<file path="config.mk">
export PLATFORM = sky130hd
export DESIGN_NAME = uart_mc_monitor
export DESIGN_NICKNAME = d
export VERILOG_FILES = /design/src/rtl/uart_mc_monitor.sv
export SDC_FILE = /design/constraint.sdc
export NUM_CORES = 1
export LEC_CHECK = 0
export BUFFER_PORTS_ARGS = -buffer_cell sky130_fd_sc_hd__buf_2
export CAP_MARGIN = 20
export CORE_MARGIN = 2
export CORE_UTILIZATION = 57
export DETAILED_ROUTE_END_ITERATION = 16
export PLACE_DENSITY = 0.73
export REMOVE_ABC_BUFFERS = 1
export SYNTH_ARGS = -nofsm -noshare
export SYNTH_HDL_FRONTEND = slang
export SYNTH_HIERARCHICAL = 1
export SYNTH_SLANG_ARGS = --single-unit
export TNS_END_PERCENT = 30
</file>
<file path="constraint.sdc">
create_clock -name clk_i -period 5.95 [get_ports clk_i]
set_input_delay 1.19 -clock clk_i [delete_from_list [all_inputs] [get_ports clk_i]]
set_output_delay 1.19 -clock clk_i [all_outputs]
set_load 0.02 [all_outputs]
</file>
<file path="src/rtl/uart_mc_monitor.sv">
// Multi-channel UART receive monitor: per-channel sync, frame FSM and FIFO, round-robin onto one stream.
// Latency: stop-bit sample in cycle N gives m_valid_o at N+2 when FIFO and output register are empty.
// Backpressure: m_* hold while m_ready_i=0; a full FIFO drops the new byte and sets sticky ovf_o.
module uart_mc_monitor #(
    parameter int NCH        = 2,
    parameter int DATA_BITS  = 8,
    parameter int PARITY     = 0,
    parameter int CLK_DIV    = 208,
    parameter int FIFO_DEPTH = 8,
    localparam int CW        = (NCH > 1) ? $clog2(NCH) : 1
) (
    input  logic                 clk_i,
    input  logic                 rst_n_i,
    input  logic                 en_i,
    input  logic [NCH-1:0]       rx_i,
    output logic                 m_valid_o,
    input  logic                 m_ready_i,
    output logic [CW-1:0]        m_chan_o,
    output logic [DATA_BITS-1:0] m_data_o,
    output logic                 m_perr_o,
    output logic                 m_ferr_o,
    output logic [NCH-1:0]       ovf_o,
    input  logic                 clr_ovf_i
);
    localparam int EW   = DATA_BITS + 2;
    localparam int CNTW = $clog2(CLK_DIV);
    localparam int BITW = $clog2(DATA_BITS);

    localparam logic [2:0] S_IDLE  = 3'd0;
    localparam logic [2:0] S_START = 3'd1;
    localparam logic [2:0] S_DATA  = 3'd2;
    localparam logic [2:0] S_PAR   = 3'd3;
    localparam logic [2:0] S_STOP  = 3'd4;
    localparam logic [2:0] S_BRK   = 3'd5;

    localparam logic [CNTW-1:0] HALF_RLD = CNTW'(CLK_DIV / 2 - 1);
    localparam logic [CNTW-1:0] FULL_RLD = CNTW'(CLK_DIV - 1);
    localparam logic [BITW-1:0] LAST_BIT = BITW'(DATA_BITS - 1);

    logic [NCH-1:0] push_vld;
    logic [NCH-1:0] pop_rdy;
    logic [NCH-1:0] fifo_full;
    logic [NCH-1:0] fifo_empty;
    logic [EW-1:0]  push_dat [NCH];
    logic [EW-1:0]  fifo_dat [NCH];

    for (genvar c = 0; c < NCH; c++) begin : g_ch
        logic                 sync1;
        logic                 rx_s;
        logic                 rx_d;
        logic [2:0]           state;
        logic [CNTW-1:0]      cnt;
        logic [BITW-1:0]      bit_idx;
        logic [DATA_BITS-1:0] shreg;
        logic                 perr;
        logic                 tick;

        assign tick = (cnt == '0);

        always_ff @(posedge clk_i) begin
            if (!rst_n_i) begin
                sync1   <= 1'b1;
                rx_s    <= 1'b1;
                rx_d    <= 1'b1;
                state   <= S_IDLE;
                cnt     <= '0;
                bit_idx <= '0;
                shreg   <= '0;
                perr    <= 1'b0;
            end else begin
                sync1 <= rx_i[c];
                rx_s  <= sync1;
                rx_d  <= rx_s;
                if (!en_i) begin
                    state <= S_IDLE;
                end else begin
                    case (state)
                        S_IDLE: begin
                            if (rx_d && !rx_s) begin
                                state <= S_START;
                                cnt   <= HALF_RLD;
                            end
                        end
                        S_START: begin
                            if (!tick) begin
                                cnt <= cnt - 1'b1;
                            end else if (rx_s) begin
                                state <= S_IDLE;
                            end else begin
                                state   <= S_DATA;
                                cnt     <= FULL_RLD;
                                bit_idx <= '0;
                                perr    <= 1'b0;
                            end
                        end
                        S_DATA: begin
                            if (!tick) begin
                                cnt <= cnt - 1'b1;
                            end else begin
                                shreg <= {rx_s, shreg[DATA_BITS-1:1]};
                                cnt   <= FULL_RLD;
                                if (bit_idx == LAST_BIT) begin
                                    state <= (PARITY != 0) ? S_PAR : S_STOP;
                                end else begin
                                    bit_idx <= bit_idx + 1'b1;
                                end
                            end
                        end
                        S_PAR: begin
                            if (!tick) begin
                                cnt <= cnt - 1'b1;
                            end else begin
                                // odd parity expects an odd count of ones over data plus parity bit
                                perr  <= (PARITY == 1) ? ~(^shreg ^ rx_s) : (^shreg ^ rx_s);
                                state <= S_STOP;
                                cnt   <= FULL_RLD;
                            end
                        end
                        S_STOP: begin
                            if (!tick) begin
                                cnt <= cnt - 1'b1;
                            end else begin
                                state <= rx_s ? S_IDLE : S_BRK;
                            end
                        end
                        S_BRK: begin
                            if (rx_s) state <= S_IDLE;
                        end
                        default: state <= S_IDLE;
                    endcase
                end
            end
        end

        assign push_vld[c] = en_i && (state == S_STOP) && tick;
        assign push_dat[c] = {perr, ~rx_s, shreg};

        uart_mc_fifo #(
            .W     (EW),
            .DEPTH (FIFO_DEPTH)
        ) u_fifo (
            .clk_i    (clk_i),
            .rst_n_i  (rst_n_i),
            .push_vld (push_vld[c]),
            .push_dat (push_dat[c]),
            .pop_rdy  (pop_rdy[c]),
            .pop_dat  (fifo_dat[c]),
            .full     (fifo_full[c]),
            .empty    (fifo_empty[c])
        );
    end

    logic [CW-1:0] rr_ptr;
    logic          gnt_vld;
    logic [CW-1:0] gnt_idx;
    logic          out_load;

    assign out_load = !m_valid_o || m_ready_i;

    always_comb begin
        int idx;
        idx     = 0;
        gnt_vld = 1'b0;
        gnt_idx = '0;
        for (int i = 0; i < NCH; i++) begin
            idx = int'(rr_ptr) + i;
            if (idx >= NCH) idx = idx - NCH;
            if (!gnt_vld && !fifo_empty[idx]) begin
                gnt_vld = 1'b1;
                gnt_idx = CW'(idx);
            end
        end
    end

    always_comb begin
        pop_rdy = '0;
        if (out_load && gnt_vld) pop_rdy[gnt_idx] = 1'b1;
    end

    always_ff @(posedge clk_i) begin
        if (!rst_n_i) begin
            m_valid_o <= 1'b0;
            m_chan_o  <= '0;
            m_data_o  <= '0;
            m_perr_o  <= 1'b0;
            m_ferr_o  <= 1'b0;
            rr_ptr    <= '0;
            ovf_o     <= '0;
        end else begin
            if (out_load) begin
                m_valid_o <= gnt_vld;
                if (gnt_vld) begin
                    m_chan_o                         <= gnt_idx;
                    {m_perr_o, m_ferr_o, m_data_o}   <= fifo_dat[gnt_idx];
                    rr_ptr <= (int'(gnt_idx) == NCH - 1) ? '0 : gnt_idx + 1'b1;
                end
            end
            // a fresh overflow outranks a clear in the same cycle
            ovf_o <= (ovf_o & ~{NCH{clr_ovf_i}}) | (push_vld & fifo_full & ~pop_rdy);
        end
    end
endmodule

// Generic show-ahead FIFO; push while full is accepted only if a pop happens in the same cycle.
// Latency: written entry is visible on pop_dat the cycle after the push.
// Backpressure: full is reported to the writer; a refused push is simply ignored here.
module uart_mc_fifo #(
    parameter int W     = 8,
    parameter int DEPTH = 4
) (
    input  logic         clk_i,
    input  logic         rst_n_i,
    input  logic         push_vld,
    input  logic [W-1:0] push_dat,
    input  logic         pop_rdy,
    output logic [W-1:0] pop_dat,
    output logic         full,
    output logic         empty
);
    localparam int AW = $clog2(DEPTH);

    logic [W-1:0] mem [DEPTH];
    logic [AW:0]  wr_ptr;
    logic [AW:0]  rd_ptr;
    logic         do_push;
    logic         do_pop;

    assign empty   = (wr_ptr == rd_ptr);
    assign full    = (wr_ptr[AW] != rd_ptr[AW]) && (wr_ptr[AW-1:0] == rd_ptr[AW-1:0]);
    assign do_pop  = pop_rdy && !empty;
    assign do_push = push_vld && (!full || do_pop);
    assign pop_dat = mem[rd_ptr[AW-1:0]];

    always_ff @(posedge clk_i) begin
        if (!rst_n_i) begin
            wr_ptr <= '0;
            rd_ptr <= '0;
        end else begin
            if (do_push) wr_ptr <= wr_ptr + 1'b1;
            if (do_pop)  rd_ptr <= rd_ptr + 1'b1;
        end
    end

    always_ff @(posedge clk_i) begin
        if (do_push) mem[wr_ptr[AW-1:0]] <= push_dat;
    end
endmodule

</file>
======== Word-level counts from Yosys, hierarchy flattened ========
Memory sizes are Yosys's and may differ from the RTL's. A register that Yosys moved wholly into a read port is not among the register bits.
Cells that the tools add are included.
cells by class
  add/subtract/negate cells ............... 12
  multipliers ............................. 0
  divide/modulo/power cells ............... 0
  magnitude comparators ................... 7
  equality and inequality tests ........... 40
  shift-type cells ........................ 0
  multiplexer cells ....................... 77
  bitwise logic cells ..................... 11
  reductions and logical operators ........ 52
operators by type and width
  cell                                                                           count
  3-bit two-way mux                                                              28
  8-bit two-way mux                                                              10
  32-bit by 3-bit less-than comparator with 1-bit output, second input constant  2
  32-bit two-way mux                                                             2
  8-bit one-hot mux with 4 select lines                                          2
  2-bit != test, second input constant                                           20
  3-bit one-hot mux with 6 select lines                                          2
  10-bit two-way mux                                                             3
  1-bit two-way mux                                                              22
  5-bit AND reduction                                                            4
  3-bit == test, second input constant                                           6
  4-bit by 1-bit adder with 4-bit output, second input constant                  4
  8-bit logical NOT                                                              2
  8-bit parity                                                                   2
  8-bit by 1-bit subtractor with 8-bit output, second input constant             2
  1-bit logical AND                                                              15
  7-bit AND reduction                                                            2
  3-bit by 2-bit == test with 1-bit output, second input constant                4
  3-bit one-hot mux with 2 select lines                                          2
  6-bit AND reduction                                                            2
  4-bit == test                                                                  2
  1-bit logical NOT                                                              8
  2-bit nonzero test                                                             4
  4-bit nonzero test                                                             2
  other kinds (27)                                                               47
storage, ports and cells
  register bits after elaboration ......... 83
  bits in latches ......................... 0
  bits in writable memories ............... 160
  memory bits (read-only) ................. 0
  bits of input ports ..................... 7
  output and inout port bits .............. 14
  memories kept ........................... 2
memories
  name                words  width  read ports  clocked after Yosys merged registers in  write ports  line  text
  g_ch[0].u_fifo.mem  8      10     1           1                                        1            222   logic [W-1:0] mem [DEPTH];
  g_ch[1].u_fifo.mem  8      10     1           1                                        1            222

======== Depth between registers and ports, before layout ========
  word-level depth ........................ 19
  depth in mapped cells ................... 11

======== Hierarchy ========
Netlist, hierarchy kept.
by module, submodules not included
  module           instances  cells each  area each (um2)
  uart_mc_fifo     2          186         3575.9
  uart_mc_monitor  1          401         3368.2

======== Worst setup path before layout ========
Ideal clock, no wire load.
  path kind ............................... input to register
  from .................................... in m_ready_i
  to ...................................... mem g_ch[1].u_fifo/mem[0][0] (netlist bit) (enable)
  setup time .............................. 0.404 ns
  arrival ................................. 3.095 ns
  data required time ...................... 5.546 ns
  setup slack ............................. 2.451 ns
  stages .................................. 5
  buffers on the path ..................... 1
  cell sequence ........................... nor2b_1 -> nor3_1 -> clkbuf_1 -> o21ai_2 -> nor4_1
between the ends
  word-level cells in the longest chain between the ends .. 8
RTL lines
  element                                  line  text
  from (decl)                              17    input logic m_ready_i,
  1-bit logical OR                         158   assign out_load = !m_valid_o || m_ready_i;
  1-bit logical AND                        177   if (out_load && gnt_vld) pop_rdy[gnt_idx] = 1'b1;
  2-bit two-way mux                        177
  named net pop_rdy[1]                     41    logic [NCH-1:0] pop_rdy;
  1-bit logical AND                        230   assign do_pop = pop_rdy && !empty;
  1-bit logical OR                         231   assign do_push = push_vld && (!full || do_pop);
  1-bit logical AND                        231
  1-bit two-way mux                        245   if (do_push) mem[wr_ptr[AW-1:0]] <= push_dat;
  1-bit two-way mux (not written as such)  245
  to (decl)                                222
The timed path passes the listed nets, and every way through them passes these cells.

======== Worst setup path after layout ========
  from .................................... reg g_ch[0].cnt[0]
  to ...................................... mem g_ch[0].u_fifo/mem[6][4] (netlist bit) (enable)
between the ends
  word-level cells in the longest chain between the ends .. 5
RTL lines
  element                                  line  text
  from (decl)                              52    logic [CNTW-1:0] cnt;
  from (signal assigned)                   86    cnt <= cnt - 1'b1;
  from (signal assigned)                   98    cnt <= cnt - 1'b1;
  from (signal assigned)                   111   cnt <= cnt - 1'b1;
  8-bit logical NOT                        58    assign tick = (cnt == '0);
  1-bit logical AND                        135   assign push_vld[c] = en_i && (state == S_STOP) && tick;
  named net push_vld[0]                    40    logic [NCH-1:0] push_vld;
  1-bit logical AND                        231
  1-bit two-way mux                        245
  1-bit two-way mux (not written as such)  245
  to (decl)                                222
The timed path passes the listed nets, and every way through them passes these cells.

==> flow_metrics.py <==
metrics = {
    "finish": {
        "drive_gt1_share_pct": 19.78,
        "antenna_cells": 0,
        "fin_nets": 813,
        "area_growth_pct": 11.73,
    },
    "sta": {
        "max_freq_mhz": 282.5,
        "finalCritPeriodShare_pct": 59.49,
        "timing.slew.headroom_pct": 30.75,
        "hold_viol": 0,
        "clock_skew_ps": 16.66,
        "worstMarginPinSlew_ps": 1035,
        "period_needed_ps": 3540,
        "tns_ps": 0,
        "finalSetupViolCount": 0,
        "grt_setup_unrepaired": "no",
        "slew_viol_final": 0,
    },
    "clock_network": {
        "htreeDepth": 1,
        "cts.sinks": 249,
        "clockBufferDepth": 3,
        "cts_buffers": 26,
        "cts_tree": "built",
        "ctsResizeCount": 0,
        "post_cts_buffers": 0,
        "hold_buffers": 0,
        "cts-root-buf": "clkbuf_16",
        "path_clk_slew_ps": 60,
        "clkLatencyLatePin_ps": 520,
    },
    "critical_path": {
        "cp-startpoint": "g_ch[0].cnt[0]",
        "crit_slowest_cell": "nor2_1",
        "endpoint_kind": "flop",
        "cp_top_family": "simple AND/OR/NAND/NOR gates",
        "crit_required_ps": 6080,
        "worstPathCellList": "inv_1 > ha_1 > or4b_1 > nor4_4 > nand2_1 > nor2_1 > o211ai_1 > nor2_1",
        "cp_max_fo": 12,
        "rrSetupSlack_ps": 2410,
        "crit_arrival_ps": 3670,
        "critPathKind": "reg2reg",
        "crit_cells": 8,
        "cp-start-kind": "flop",
        "reg2reg_depth": 8,
        "worstReg2RegStart": "g_ch[0].cnt[0]",
        "cp_common_cell": "nor2_1",
        "r2r_end": "g_ch[0].u_fifo/mem[6][4]",
        "slowest_delay_ps": 770,
        "crit_buf_inv": 1,
    },
    "placed_design": {
        "io_buffers": 20,
        "dp_hpwl_um": 13910,
        "gp_congestion": 0.8855,
    },
    "min_path": {
        "hold_class": "reg2reg",
        "hp-start": "g_ch[1].sync1",
        "whs_path_depth": 1,
        "hold_end": "g_ch[1].rx_s",
    },
    "pwr": {
        "leakagePower_uw": 0.004170,
        "p_int_uw": 2859,
        "clock_power_share_pct": 45.9,
        "p_seq_share_pct": 51.4,
        "power_density_nw_per_um2": 303.6,
        "p_sw_share_pct": 19.88,
        "switching_power_uw": 709.4,
        "ir_drop_mv": 0.2332,
        "combinationalPowerShare_pct": 2.7,
        "fin_total_pwr_uw": 3568,
    },
    "grt": {
        "antenna_found_initial": 0,
        "overflow": 0,
        "grt_usage_pct": 22.24,
        "first_global_vias": 6289,
        "grt_max_degree": 47,
        "grt_pass1_wl_um": 34450,
    },
    "routing": {
        "num_vias": 6414,
        "ant_nets": 0,
        "wl_um": 21370,
        "dr.first_iter.drc_count": 571,
        "vias_per_cell": 6.150,
        "drtPass1Iterations": 6,
        "wl_per_cell_um": 20.49,
        "drcViolationCount": 0,
    },
    "die": {
        "die_w_um": 139.9,
        "coreArea_sq_um": 18020,
        "die-area_sq_um": 19560,
        "io_pins": 21,
        "die_height_um": 139.9,
        "initial_utilization_pct": 58.36,
        "num_rows": 49,
    },
    "synth": {
        "ys.flop_type": "edfxtp_1",
        "yosysTopAreaCell": "edfxtp_1",
        "ys_warn_count": 6,
        "synth.ff_latch_count": 249,
        "synth_commonest_cells": "edfxtp_1, dfxtp_1, nor2_1",
        "syn-mean-instance-area_sq_um": 13.61,
        "async_flop_share_pct": 0,
        "synth.area.top_cells": "edfxtp_1, dfxtp_1, mux4_2",
        "ys_types": 69,
        "synth_area_sq_um": 10520,
        "synth_most_common_cell": "edfxtp_1",
        "synth-seq-area-share_pct": 62.61,
        "synth-edff-count": 160,
        "syn_inst": 773,
        "synthDominantCellAreaShare_pct": 45.67,
    },
    "run_status": {
        "status": "completed",
    },
    "job": {
        "cap_violations": 0,
    },
}
==> area by class of cell <==
cell class	count	area (sq um)
Tap cell	229	286.5
Sequential cell	249	6586
Inverter	22	82.58
Fill cell	1307	6271
Clock buffer	31	690.7
Clock inverter	15	186.4
Multi-Input combinational cell	460	3692
Timing Repair Buffer	37	229.0
==> per-stage QoR <==
step	cells	worst slack [ps]	hold WS, ps	area [sq um]	util, %
final	1043	2410	409.5	11750	65.21
after global routing	1043	2164	448.8	11750	65.21
after CTS	1038	2265	416.8	11720	64.99
after detailed placement	992	2095	402.0	10840	60.13
after global placement	991	2274	393.3	10830	60.09
after floorplan	731	2106	386.3	10340	-
==> how the worst max path moves through the flow <==
stage	end	slack [ps]
detailed placement	g_ch[0].u_fifo/mem[0][3]	2090
CTS	g_ch[0].u_fifo/mem[0][9]	2260
finish	g_ch[0].u_fifo/mem[6][4]	2410
global route	g_ch[0].u_fifo/mem[6][4]	2160
global placement	g_ch[0].u_fifo/mem[0][3]	2270
floorplan	g_ch[1].u_fifo/mem[0][0]	2110
==> layout by cell type (no fill, tap or decap), drive strengths merged, types with 3 or more instances in the layout <==
cell      Yosys  layout
mux2         20      20
nor2b         7       7
a21oi        43      43
clkinv        0       7
nand3b        4       4
buf          18      35
bufinv        0       4
clkbuf       24      33
or2           4       4
nor4          4       4
dfxtp        89      89
o2111ai       3       3
o211ai        6       6
a31oi         4       4
clkinvlp      0       3
inv          22      23
xor2          7       7
nor2         61      61
or4b          3       3
or3           6       6
nor3b         3       3
nor3         17      17
a211oi        4       4
o21ai        21      21
ha           10      10
mux4         40      40
or4           3       3
xnor2        21      21
nand2        61      61
nand2b       21      21
edfxtp      160     160
nand4         7       7
mux2i        19      19
nand3        16      16
a222oi       10      10
==> worst register-to-register path: cells and delay by family, from the launching register on <==
family          cells  cell delay (ps)
compound gates      1              200
fa+ha+maj           1              200
buf+inv             1               70
flops               1              340
simple gates        5             2340
==> state kept, by name (all words and copies together) (netlist names), 6 cells and up, named ones only <==
signal              flops
g_ch.cnt               16
g_ch.u_fifo/wr_ptr      8
g_ch.shreg             16
g_ch.state              6
m_data_o                8
g_ch.u_fifo/rd_ptr      8
g_ch.bit_idx            6
g_ch.u_fifo/mem       160
==> power groups by stage <==
stage / clock network [uW] / logic, uW / registers [uW]
2_1_floorplan: 0 / 68.3 / 1870
3_3_place_gp: 0 / 89.6 / 1870
3_5_place_dp: 0 / 93.7 / 1870
4_1_cts: 1660 / 94.2 / 1830
5_1_grt: 1740 / 106 / 1830
6_report: 1640 / 95.2 / 1830
==> cell families (layout without fill, tap and decap cells) <==
logic type      count (synthesis)  count (layout)  share of synthesized area [%]
flops                         249             249                          62.61
simple gates                  224             224                          10.93
compound gates                118             118                          7.707
mux                            79              79                          12.51
buf+inv                        64             105                          2.509
xor+xnor                       29              29                          2.545
fa+ha+maj                      10              10                          1.189
==> routing by layer <==
metal / up-vias / share of wire, % / global-route usage [%]
li1: 2975 / - / -
met1: 3175 / 44 / 32.12
met4: 0 / 2.0 / 6.421
met2: 223 / 48 / 35.92
met3: 41 / 5.9 / 2.891
met5: - / 0 / 0
Power figures use the tool's default switching activity.
